$ cat src/rtl/lcd_pkg.sv
// Shared definitions for the character LCD controller: HD44780 command bytes,
// control-character codes, FSM state encoding and small helper functions.
`timescale 1ns/1ps
package lcd_pkg;

  // HD44780 command bytes
  localparam logic [7:0] CMD_FUNC_SET = 8'h38;  // 8-bit bus, 2 lines, 5x8 font
  localparam logic [7:0] CMD_DISP_ON  = 8'h0C;  // display on, cursor off
  localparam logic [7:0] CMD_CLEAR    = 8'h01;
  localparam logic [7:0] CMD_ENTRY    = 8'h06;  // increment, no shift
  localparam logic [7:0] CMD_LINE0    = 8'h80;  // DDRAM address 0x00
  localparam logic [7:0] CMD_LINE1    = 8'hC0;  // DDRAM address 0x40

  // Control characters recognised in the byte stream
  localparam logic [7:0] CH_NEWLINE  = 8'h0A;
  localparam logic [7:0] CH_FORMFEED = 8'h0C;

  localparam int unsigned INIT_LEN = 5;
  localparam int unsigned LCD_COLS = 16;

  // FSM state encoding
  typedef logic [2:0] state_t;
  localparam state_t ST_PWR_WAIT = 3'd0;
  localparam state_t ST_INIT     = 3'd1;
  localparam state_t ST_IDLE     = 3'd2;
  localparam state_t ST_SETUP    = 3'd3;
  localparam state_t ST_EN_HIGH  = 3'd4;
  localparam state_t ST_WAIT     = 3'd5;

  // Power-on command sequence, indexed 0..INIT_LEN-1
  function automatic logic [7:0] init_cmd(input logic [2:0] idx);
    case (idx)
      3'd0:    init_cmd = CMD_FUNC_SET;
      3'd1:    init_cmd = CMD_DISP_ON;
      3'd2:    init_cmd = CMD_CLEAR;
      3'd3:    init_cmd = CMD_ENTRY;
      default: init_cmd = CMD_LINE0;
    endcase
  endfunction

  function automatic int unsigned max_u(input int unsigned a, input int unsigned b);
    max_u = (a > b) ? a : b;
  endfunction

endpackage

$ cat src/rtl/lcd_fifo.sv
// Synchronous show-ahead byte FIFO with registered dout/full/empty.
// Ports: clock, reset (async, active-high), push/din write side,
//        pop/dout read side (dout valid whenever empty=0), full, empty.
`timescale 1ns/1ps
module lcd_fifo #(
  parameter int unsigned DEPTH = 16
) (
  input  logic       clock,
  input  logic       reset,
  input  logic       push,
  input  logic [7:0] din,
  input  logic       pop,
  output logic [7:0] dout,
  output logic       full,
  output logic       empty
);

  localparam int unsigned AW = $clog2(DEPTH);
  localparam int unsigned CW = AW + 1;

  logic [7:0]    mem_q [DEPTH];
  logic [AW-1:0] wr_q, wr_d, rd_q, rd_d;
  logic [CW-1:0] cnt_q, cnt_d;
  logic          full_q, full_d, empty_q, empty_d;
  logic [7:0]    dout_q, dout_d;
  logic          push_ok, pop_ok;

  assign push_ok = push & ~full_q;
  assign pop_ok  = pop & ~empty_q;

  // Next pointers/flags; dout is the head entry after this cycle's push/pop,
  // bypassing din when the write lands on the new head slot.
  always_comb begin
    wr_d    = wr_q + AW'(push_ok);
    rd_d    = rd_q + AW'(pop_ok);
    cnt_d   = cnt_q + CW'(push_ok) - CW'(pop_ok);
    full_d  = (cnt_d == CW'(DEPTH));
    empty_d = (cnt_d == '0);
    dout_d  = (push_ok && (wr_q == rd_d)) ? din : mem_q[rd_d];
  end

  always_ff @(posedge clock or posedge reset) begin
    if (reset) begin
      wr_q    <= '0;
      rd_q    <= '0;
      cnt_q   <= '0;
      full_q  <= 1'b0;
      empty_q <= 1'b1;
      dout_q  <= '0;
    end else begin
      wr_q    <= wr_d;
      rd_q    <= rd_d;
      cnt_q   <= cnt_d;
      full_q  <= full_d;
      empty_q <= empty_d;
      dout_q  <= dout_d;
    end
  end

  // Storage array, no reset needed
  always_ff @(posedge clock) begin
    if (push_ok) mem_q[wr_q] <= din;
  end

  assign dout  = dout_q;
  assign full  = full_q;
  assign empty = empty_q;

endmodule

$ cat src/rtl/lcd_ctrl.sv
// HD44780 16x2 character LCD controller fed by the processor's write port.
// Ports: clock, reset (async, active-high); lcd_write/lcd_data byte input
//        (low byte used); lcd_full, lcd_overflow (sticky), lcd_ready status;
//        lcd_en/lcd_rs/lcd_rw/lcd_db LCD bus; lcd_on/lcd_blon tied high.
`timescale 1ns/1ps
module lcd_ctrl
  import lcd_pkg::*;
#(
  parameter int unsigned FIFO_DEPTH   = 16,
  parameter int unsigned PWR_WAIT_CYC = 750000,
  parameter int unsigned SETUP_CYC    = 4,
  parameter int unsigned EN_CYC       = 25,
  parameter int unsigned CMD_WAIT_CYC = 2000,
  parameter int unsigned CLR_WAIT_CYC = 82000
) (
  input  logic        clock,
  input  logic        reset,
  input  logic        lcd_write,
  input  logic [31:0] lcd_data,
  output logic        lcd_full,
  output logic        lcd_overflow,
  output logic        lcd_ready,
  output logic        lcd_en,
  output logic        lcd_rs,
  output logic        lcd_rw,
  output logic [7:0]  lcd_db,
  output logic        lcd_on,
  output logic        lcd_blon
);

  localparam int unsigned CNT_MAX = max_u(max_u(PWR_WAIT_CYC, CLR_WAIT_CYC),
                                          max_u(CMD_WAIT_CYC, max_u(SETUP_CYC, EN_CYC)));
  localparam int unsigned CNT_W   = $clog2(CNT_MAX + 1);

  logic             fifo_full, fifo_empty, pop_c;
  logic [7:0]       fifo_dout;
  logic [23:0]      unused_data;

  state_t           state_q, state_d, ret_q, ret_d;
  logic [CNT_W-1:0] cnt_q, cnt_d, wait_last_c;
  logic [2:0]       idx_q, idx_d;
  logic             line_q, line_d;
  logic [4:0]       col_q, col_d;
  logic             rs_q, rs_d;
  logic [7:0]       db_q, db_d;
  logic             clr_q, clr_d;
  logic             pend_q, pend_d, pend_rs_q, pend_rs_d;
  logic [7:0]       pend_db_q, pend_db_d;
  logic             en_q, ovf_q;

  assign unused_data = lcd_data[31:8];

  lcd_fifo #(.DEPTH(FIFO_DEPTH)) u_fifo (
    .clock (clock),
    .reset (reset),
    .push  (lcd_write),
    .din   (lcd_data[7:0]),
    .pop   (pop_c),
    .dout  (fifo_dout),
    .full  (fifo_full),
    .empty (fifo_empty)
  );

  assign wait_last_c = clr_q ? CNT_W'(CLR_WAIT_CYC - 1) : CNT_W'(CMD_WAIT_CYC - 1);

  // Next-state logic. rs/db only change on entry to SETUP, so they hold
  // through SETUP, EN_HIGH and WAIT. A pending second step (char after a
  // line wrap, or LINE0 after a clear) is issued before returning.
  always_comb begin
    state_d   = state_q;
    ret_d     = ret_q;
    cnt_d     = cnt_q + CNT_W'(1);
    idx_d     = idx_q;
    line_d    = line_q;
    col_d     = col_q;
    rs_d      = rs_q;
    db_d      = db_q;
    clr_d     = clr_q;
    pend_d    = pend_q;
    pend_rs_d = pend_rs_q;
    pend_db_d = pend_db_q;
    pop_c     = 1'b0;

    case (state_q)
      ST_PWR_WAIT: begin
        if (cnt_q == CNT_W'(PWR_WAIT_CYC - 1)) begin
          state_d = ST_INIT;
          cnt_d   = '0;
        end
      end

      ST_INIT: begin
        cnt_d = '0;
        if (idx_q == 3'(INIT_LEN)) begin
          state_d = ST_IDLE;
        end else begin
          rs_d    = 1'b0;
          db_d    = init_cmd(idx_q);
          clr_d   = (init_cmd(idx_q) == CMD_CLEAR);
          idx_d   = idx_q + 3'd1;
          ret_d   = ST_INIT;
          state_d = ST_SETUP;
        end
      end

      ST_IDLE: begin
        cnt_d = '0;
        if (!fifo_empty) begin
          pop_c   = 1'b1;
          ret_d   = ST_IDLE;
          state_d = ST_SETUP;
          clr_d   = 1'b0;
          rs_d    = 1'b0;
          if (fifo_dout == CH_NEWLINE) begin
            db_d   = line_q ? CMD_LINE0 : CMD_LINE1;
            line_d = ~line_q;
            col_d  = '0;
          end else if (fifo_dout == CH_FORMFEED) begin
            db_d      = CMD_CLEAR;
            clr_d     = 1'b1;
            pend_d    = 1'b1;
            pend_rs_d = 1'b0;
            pend_db_d = CMD_LINE0;
            line_d    = 1'b0;
            col_d     = '0;
          end else if (col_q == 5'(LCD_COLS)) begin
            // Line full: move to the other line first, character follows
            db_d      = line_q ? CMD_LINE0 : CMD_LINE1;
            line_d    = ~line_q;
            pend_d    = 1'b1;
            pend_rs_d = 1'b1;
            pend_db_d = fifo_dout;
            col_d     = 5'd1;
          end else begin
            rs_d  = 1'b1;
            db_d  = fifo_dout;
            col_d = col_q + 5'd1;
          end
        end
      end

      ST_SETUP: begin
        if (cnt_q == CNT_W'(SETUP_CYC - 1)) begin
          state_d = ST_EN_HIGH;
          cnt_d   = '0;
        end
      end

      ST_EN_HIGH: begin
        if (cnt_q == CNT_W'(EN_CYC - 1)) begin
          state_d = ST_WAIT;
          cnt_d   = '0;
        end
      end

      ST_WAIT: begin
        if (cnt_q == wait_last_c) begin
          cnt_d = '0;
          if (pend_q) begin
            rs_d    = pend_rs_q;
            db_d    = pend_db_q;
            clr_d   = 1'b0;
            pend_d  = 1'b0;
            state_d = ST_SETUP;
          end else begin
            state_d = ret_q;
          end
        end
      end

      default: begin
        state_d = ST_PWR_WAIT;
        cnt_d   = '0;
      end
    endcase
  end

  always_ff @(posedge clock or posedge reset) begin
    if (reset) begin
      state_q   <= ST_PWR_WAIT;
      ret_q     <= ST_IDLE;
      cnt_q     <= '0;
      idx_q     <= '0;
      line_q    <= 1'b0;
      col_q     <= '0;
      rs_q      <= 1'b0;
      db_q      <= '0;
      clr_q     <= 1'b0;
      pend_q    <= 1'b0;
      pend_rs_q <= 1'b0;
      pend_db_q <= '0;
      en_q      <= 1'b0;
      ovf_q     <= 1'b0;
    end else begin
      state_q   <= state_d;
      ret_q     <= ret_d;
      cnt_q     <= cnt_d;
      idx_q     <= idx_d;
      line_q    <= line_d;
      col_q     <= col_d;
      rs_q      <= rs_d;
      db_q      <= db_d;
      clr_q     <= clr_d;
      pend_q    <= pend_d;
      pend_rs_q <= pend_rs_d;
      pend_db_q <= pend_db_d;
      en_q      <= (state_d == ST_EN_HIGH);
      ovf_q     <= ovf_q | (lcd_write & fifo_full);
    end
  end

  // Ready is a decode of registered state and the registered empty flag
  assign lcd_ready    = (state_q == ST_IDLE) & fifo_empty;
  assign lcd_full     = fifo_full;
  assign lcd_overflow = ovf_q;
  assign lcd_en       = en_q;
  assign lcd_rs       = rs_q;
  assign lcd_db       = db_q;
  assign lcd_rw       = 1'b0;
  assign lcd_on       = 1'b1;
  assign lcd_blon     = 1'b1;

endmodule

$ cat config.mk
export PLATFORM = sky130hd
export DESIGN_NAME = lcd_ctrl
export DESIGN_NICKNAME = d
export VERILOG_FILES = /design/src/rtl/lcd_pkg.sv /design/src/rtl/lcd_fifo.sv /design/src/rtl/lcd_ctrl.sv
export SDC_FILE = /design/constraint.sdc
export NUM_CORES = 1
export LEC_CHECK = 0
export CORE_MARGIN = 4
export CORE_UTILIZATION = 60
export DETAILED_ROUTE_END_ITERATION = 10
export PLACE_DENSITY = 0.81
export SLEW_MARGIN = 5
export SYNTH_ARGS = -nofsm -noshare
export SYNTH_HDL_FRONTEND = slang
export SYNTH_HIERARCHICAL = 1
export SYNTH_SLANG_ARGS = --single-unit
$ cat constraint.sdc
create_clock -name clock -period 4 [get_ports clock]
set_input_delay 0.4 -clock clock [delete_from_list [all_inputs] [get_ports clock]]
set_output_delay 0.4 -clock clock [all_outputs]
set_load 0.005 [all_outputs]
==> reports/results.ini, run 1 <==
[logic_synthesis]
ys_top_cells_by_area = edfxtp_1 (41%), dfrtp_1 (21%), mux4_2 (7.7%)
synth_xor_area_frac = 0.0417
yosysSeqAreaShare = 0.622
avgSynthCellArea_sq_um = 15.1
yosysMostFrequentCell = edfxtp_1
synthesis.area_sq_mm = 0.00937
yosys-top-cells-count = edfxtp_1 (128), dfrtp_1 (77), nor2_1 (36)
synth_edf_count = 128
yosys_warnings = 6
synth_compound_area_frac = 0.0517
ys_seq_elements = 207
synth_top_family_by_area = multiplexers
yosysUniqueCellTypes = 75
synth_top_area_share = 0.410
syn-instance-count = 619
synthSimpleGateAreaFrac = 0.0920
synthArstFlopShare = 0.382
synth_top_cell_by_area = edfxtp_1
yosys-mux-area-fraction = 0.141
synth_fa_ha_area_frac = 0.0235
ys.flop_type = edfxtp_1

[clocking]
cts_hold_buf = 0
cts_setup_buffers = 0
cts.sinks = 207
numCtsBuffers = 22
htreeDepth = 1
clock-root-buffer = clkbuf_16
cts_tree = yes
cts_resized = 0
clk_path_buf_depth = 3
clk_pin_slew_ns = 0.06
clock_latency_ns = 0.51

[pwr]
cellPowerDensity_mw_per_mm2 = 502
peakVddDrop_uv = 463
p_leak_nw = 4.19

[placement]
detailed_place_hpwl_um = 11800
numPortBuffers = 23
placed_area_sq_mm = 0.00982
routabilityCongestion = 0.864
pre_cts_ws_ns = 0.402
dp_cells = 838

[sta]
tns_ns = 0
hold_viol = 0
skew_ns = 0.0145
max_freq_mhz = 275
post-route-period-util = 0.910
worst_pin_slew_ns = 0.899
period_minus_slack_ns = 3.64
rsz0062_at_grt = no
setup_viol = 0
worst_hold_slack_ns = 0.346
relSlewSlack = 0.399
setup_ws_ns = 0.360
drv_slew = 0

[routing]
route.vias.total = 5300
routed_via_density = 6.04
ant_nets = 0
wl_um = 18200
drc = 0
drt_first_pass_iters = 5
first_iter_violations = 566
drt-wirelength-per-cell_um = 20.7

[grt]
grt-ovfl-total = 0
grt_max_degree = 35
grtUsageTotal = 0.210
antenna_found_initial = 0
grt_pass1_wl_um = 29400
grt_pass1_vias = 5417

[layout]
fin_nets = 703
syn_to_final_growth_pct = 12.7
nFillCells = 1016
drive_gt1_frac = 0.189
fin_cells = 877
design_area_sq_mm = 0.0106
n_antenna_cell = 0

[setup_path]
reg2regPathDepth = 10
critPathMaxFanout = 16
required_ns = 4.38
worst_r2r_endpoint = u_fifo/dout[6]
worstReg2RegStart = state_q[2]
worst-r2r-setup-slack_ns = 0.36
critPathLaunchType = flip-flop
cp_data_arrival_time_ns = 4.02
endpoint_kind = flip-flop
path_class = flip-flop to flip-flop

[die]
die_w_um = 133
io_pins = 51
die_area_sq_mm = 0.0177
die-height_um = 133
start_util = 0.614
coreArea_sq_mm = 0.0153
rows = 45

[status]
status = finished clean

[min_path]
hold_path_class = primary input to async pin

[job]
drv_cap = 0

==> through the flow <==
stage,power (mW),utilization
after floorplan,3.08,-
after global placement,3.24,0.644
after detailed placement,3.30,0.644
after CTS,5.35,0.692
after global routing,5.51,0.692
final,5.30,0.692
==> cells by family (layout without fill, tap and decap cells) <==
group | Yosys count | after routing
adder cells (fa/ha/maj) | 17 | 17
AND/OR/NAND/NOR | 152 | 152
flip-flops | 207 | 207
multiplexers | 83 | 83
XOR/XNOR | 37 | 37
AO/OA/AOI/OAI | 69 | 69
buffers and inverters | 52 | 98
other | 2 | 3
==> how the worst max path moves through the flow <==
stage / start / end / slack (ns) / cells past startpoint
floorplan: state_q[2] / u_fifo/dout[0] / 0.58 / 14
global placement: state_q[2] / u_fifo/dout[2] / 0.46 / 10
detailed placement: state_q[2] / u_fifo/dout[2] / 0.40 / 10
CTS: state_q[2] / u_fifo/dout[6] / 0.33 / 10
global route: state_q[2] / u_fifo/dout[6] / 0.19 / 10
finish: state_q[2] / u_fifo/dout[6] / 0.36 / 10
==> power breakdown <==
| part | switching, mW | total, mW | internal [mW] |
|---|---|---|---|
| clock network | 0.796 | 2.03 | 1.24 |
| registers | 0.132 | 2.64 | 2.51 |
| logic | 0.355 | 0.624 | 0.269 |
| total | 1.28 | 5.30 | 4.02 |
==> area by class of cell <==
| class | instances | area, sq um | area share |
|---|---|---|---|
| clock inverters | 13 | 149 | 0.0141 |
| flip-flops and latches | 207 | 5820 | 0.552 |
| multi-input cells | 361 | 3290 | 0.312 |
| repair buffers | 34 | 350 | 0.0332 |
| well taps | 211 | 264 | 0.0250 |
| inverters | 25 | 93.8 | 0.00889 |
| clock buffers | 26 | 586 | 0.0555 |
==> critical path: stages, from the launching register on <==
cell	delay, ns
dfrtp_1	0.49
or3b_2	0.54
nor2_2	0.14
nor2b_4	0.27
and2_1	0.17
ha_2	0.41
buf_12	0.24
mux4_2	0.55
mux2i_1	0.28
mux2i_1	0.14
mux2_4	0.27
==> state kept, by name, indices dropped and copies added (netlist names), 2 cells and up <==
name and count:
cnt_q 20, u_fifo/dout 8, lcd_db 8, u_fifo/wr_q 4, ret_q 2, u_fifo/rd_q 4, pend_db_q 8, state_q 3
col_q 5, u_fifo/mem_q 128, u_fifo/cnt_q 5, idx_q 3
==> per-layer routing <==
layer  vias up  share of wire  GRT usage
met1      2712           0.42      0.287
met2       167           0.51      0.361
met5         -              0          0
li1       2391              -          -
met4         0          0.023     0.0514
met3        30          0.044     0.0308
==> placed cells by master, fill, tap and decap left out, types with 4 or more instances in the layout <==
| cell type | instances |
|---|---|
| nand3_1 | 12 |
| buf_4 | 8 |
| and3_1 | 8 |
| nor2b_1 | 4 |
| dfrtp_1 | 77 |
| nor4_1 | 5 |
| ha_1 | 15 |
| inv_1 | 24 |
| xnor2_1 | 13 |
| nand4_1 | 9 |
| nor3_1 | 13 |
| clkbuf_16 | 22 |
| clkdlybuf4s50_1 | 23 |
| mux2i_1 | 29 |
| a21o_1 | 5 |
| mux4_2 | 32 |
| and2_1 | 4 |
| a221o_1 | 4 |
| o21ai_0 | 6 |
| nand2b_1 | 7 |
| mux2_4 | 16 |
| nor2_1 | 36 |
| a21oi_1 | 28 |
| mux2_2 | 6 |
| edfxtp_1 | 128 |
| clkinv_2 | 4 |
| clkinv_1 | 4 |
| xor2_1 | 19 |
| nand2_1 | 27 |
Note: power is estimated with default switching activity, not from simulation.
==> inputs of run 2 (changes only) <==
--- a/config.mk
+++ b/config.mk
@@ -8,7 +8,7 @@
 export CORE_MARGIN = 4
 export CORE_UTILIZATION = 60
 export DETAILED_ROUTE_END_ITERATION = 10
-export PLACE_DENSITY = 0.81
+export PLACE_DENSITY = 0.8
 export SLEW_MARGIN = 5
 export SYNTH_ARGS = -nofsm -noshare
 export SYNTH_HDL_FRONTEND = slang
==> reports/results.ini, run 2 (synthesis results as in run 1) <==
[routing]
route.vias.total = 5205
first_iter_violations = 469
ant_nets = 0
drt-wirelength-per-cell_um = 19.9
drc = 0
wl_um = 17500
drt_first_pass_iters = 7
routed_via_density = 5.94

[die]
coreArea_sq_mm = 0.0153
start_util = 0.614
io_pins = 51
die_area_sq_mm = 0.0177
die-height_um = 133
rows = 45
die_w_um = 133

[min_path]
hold_path_class = primary input to async pin

[layout]
regMostFlops = u_fifo/mem_q
multi_input_area_sq_mm = 0.00329
fin_nets = 701
syn_to_final_growth_pct = 12.4
largest_reg_flops = 128
nFillCells = 997
fin_cells = 876
final-seq-area_sq_mm = 0.00582
drive_gt1_frac = 0.189
top_regs = u_fifo/mem_q: 128 flops, cnt_q: 20 flops
layout_common_cells = edfxtp_1 (128), dfrtp_1 (77), nor2_1 (36)
n_antenna_cell = 0
final_common_cell = edfxtp_1

[grt]
grt_pass1_wl_um = 29000
grtUsageTotal = 0.206
antenna_found_initial = 0
grt_max_degree = 35
grt-ovfl-total = 0
grt_pass1_vias = 5405

[setup_path]
worstReg2RegStart = state_q[0]
worstSetupEndpoint = u_fifo/dout[5]
slowest_delay_ns = 0.62
reg2regPathDepth = 10
critPathMaxFanout = 34
critPathSlowestCell = or3b_2
crit_path_start = state_q[0]
cp_data_arrival_time_ns = 3.89
required_ns = 4.38
critPathMostFrequentCell = mux2i_1
critPathLaunchType = flip-flop
worst-r2r-setup-slack_ns = 0.48
path_class = flip-flop to flip-flop
endpoint_kind = flip-flop
path_cells = or3b_2 > nor2_2 > nor2b_4 > and2_1 > ha_2 > buf_12 > mux4_2 > mux2i_1 > mux2i_1 > mux2_4
worst_r2r_endpoint = u_fifo/dout[5]

[sta]
max_freq_mhz = 284
drv_slew = 0
worst_pin_slew_ns = 0.862
period_minus_slack_ns = 3.52
tns_ns = 0
relSlewSlack = 0.425
skew_ns = 0.00743
setup_ws_ns = 0.484
rsz0062_at_grt = no
post-route-period-util = 0.879
setup_viol = 0
hold_viol = 0

[clocking]
cts_resized = 0
cts_tree = yes
clk_path_buf_depth = 3
cts.sinks = 207
clock_latency_ns = 0.50
numCtsBuffers = 22
htreeDepth = 1
clk_pin_slew_ns = 0.06
clock-root-buffer = clkbuf_16
cts_setup_buffers = 0
cts_hold_buf = 0

[pwr]
peakVddDrop_uv = 404
total_power_mw = 5.27
cellPowerDensity_mw_per_mm2 = 501
p_leak_nw = 4.18

[status]
status = finished clean

[placement]
dp_cells = 836
numPortBuffers = 23
detailed_place_hpwl_um = 11300
pre_cts_ws_ns = 0.456
routabilityCongestion = 0.810

[job]
drv_cap = 0

## run 2: cell types whose count changed in the layout (fill, tap and decap cells not counted)
cell	before	now
clkbuf_1	2	3
bufinv_16	3	2
clkinv_1	4	2
clkinv_2	4	5
buf_12	3	2
clkbuf_8	2	4
buf_4	8	7
## run 2: stage by stage
stage	util	hold slack [ns]	cell area, sq um
floorplan	-	0.401	9370
global placement	0.642	0.440	9790
detailed placement	0.642	0.450	9790
CTS	0.690	0.352	10500
global route	0.690	0.402	10500
finish	0.690	0.341	10500
## run 2: per-layer routing
metal | routed length, um | share of wire | global-route usage
met5 | 0 | 0 | 0
met4 | 405 | 0.023 | 0.0497
met1 | 7500 | 0.43 | 0.286
met2 | 8800 | 0.50 | 0.345
met3 | 751 | 0.043 | 0.0331
## run 2: worst min-delay path by stage
stage                      end  slack (ns)  cells past startpoint
2_1_floorplan  u_fifo/cnt_q[0]        0.40                      1
3_3_place_gp      lcd_overflow        0.44                      1
3_5_place_dp      lcd_overflow        0.45                      1
4_1_cts           lcd_overflow        0.35                      2
5_1_grt           lcd_overflow        0.40                      2
6_report          lcd_overflow        0.34                      2
## run 2: report_power, final
group / internal, mW / switching (mW) / total [mW] / leakage, nW
combinational: 0.267 / 0.356 / 0.624 / 1.62
sequential: 2.51 / 0.134 / 2.64 / 2.20
clock: 1.22 / 0.791 / 2.01 / 0.361
total: 3.99 / 1.28 / 5.27 / 4.18
## run 2: cell type report
class / instances / share of cell area
flip-flops and latches: 207 / 0.553
multi-input cells: 361 / 0.312
clock buffers: 29 / 0.0586
repair buffers: 32 / 0.0307
well taps: 211 / 0.0251
clock inverters: 11 / 0.0111
inverters: 25 / 0.00891
## run 2: critical path: cells and delay by family, from the launching register on
kind	cells	cell delay (ns)
muxes	4	1.23
and+or+nand+nor	4	1.19
DFF	1	0.51
buffers and inverters	1	0.27
adders and majority gates	1	0.17
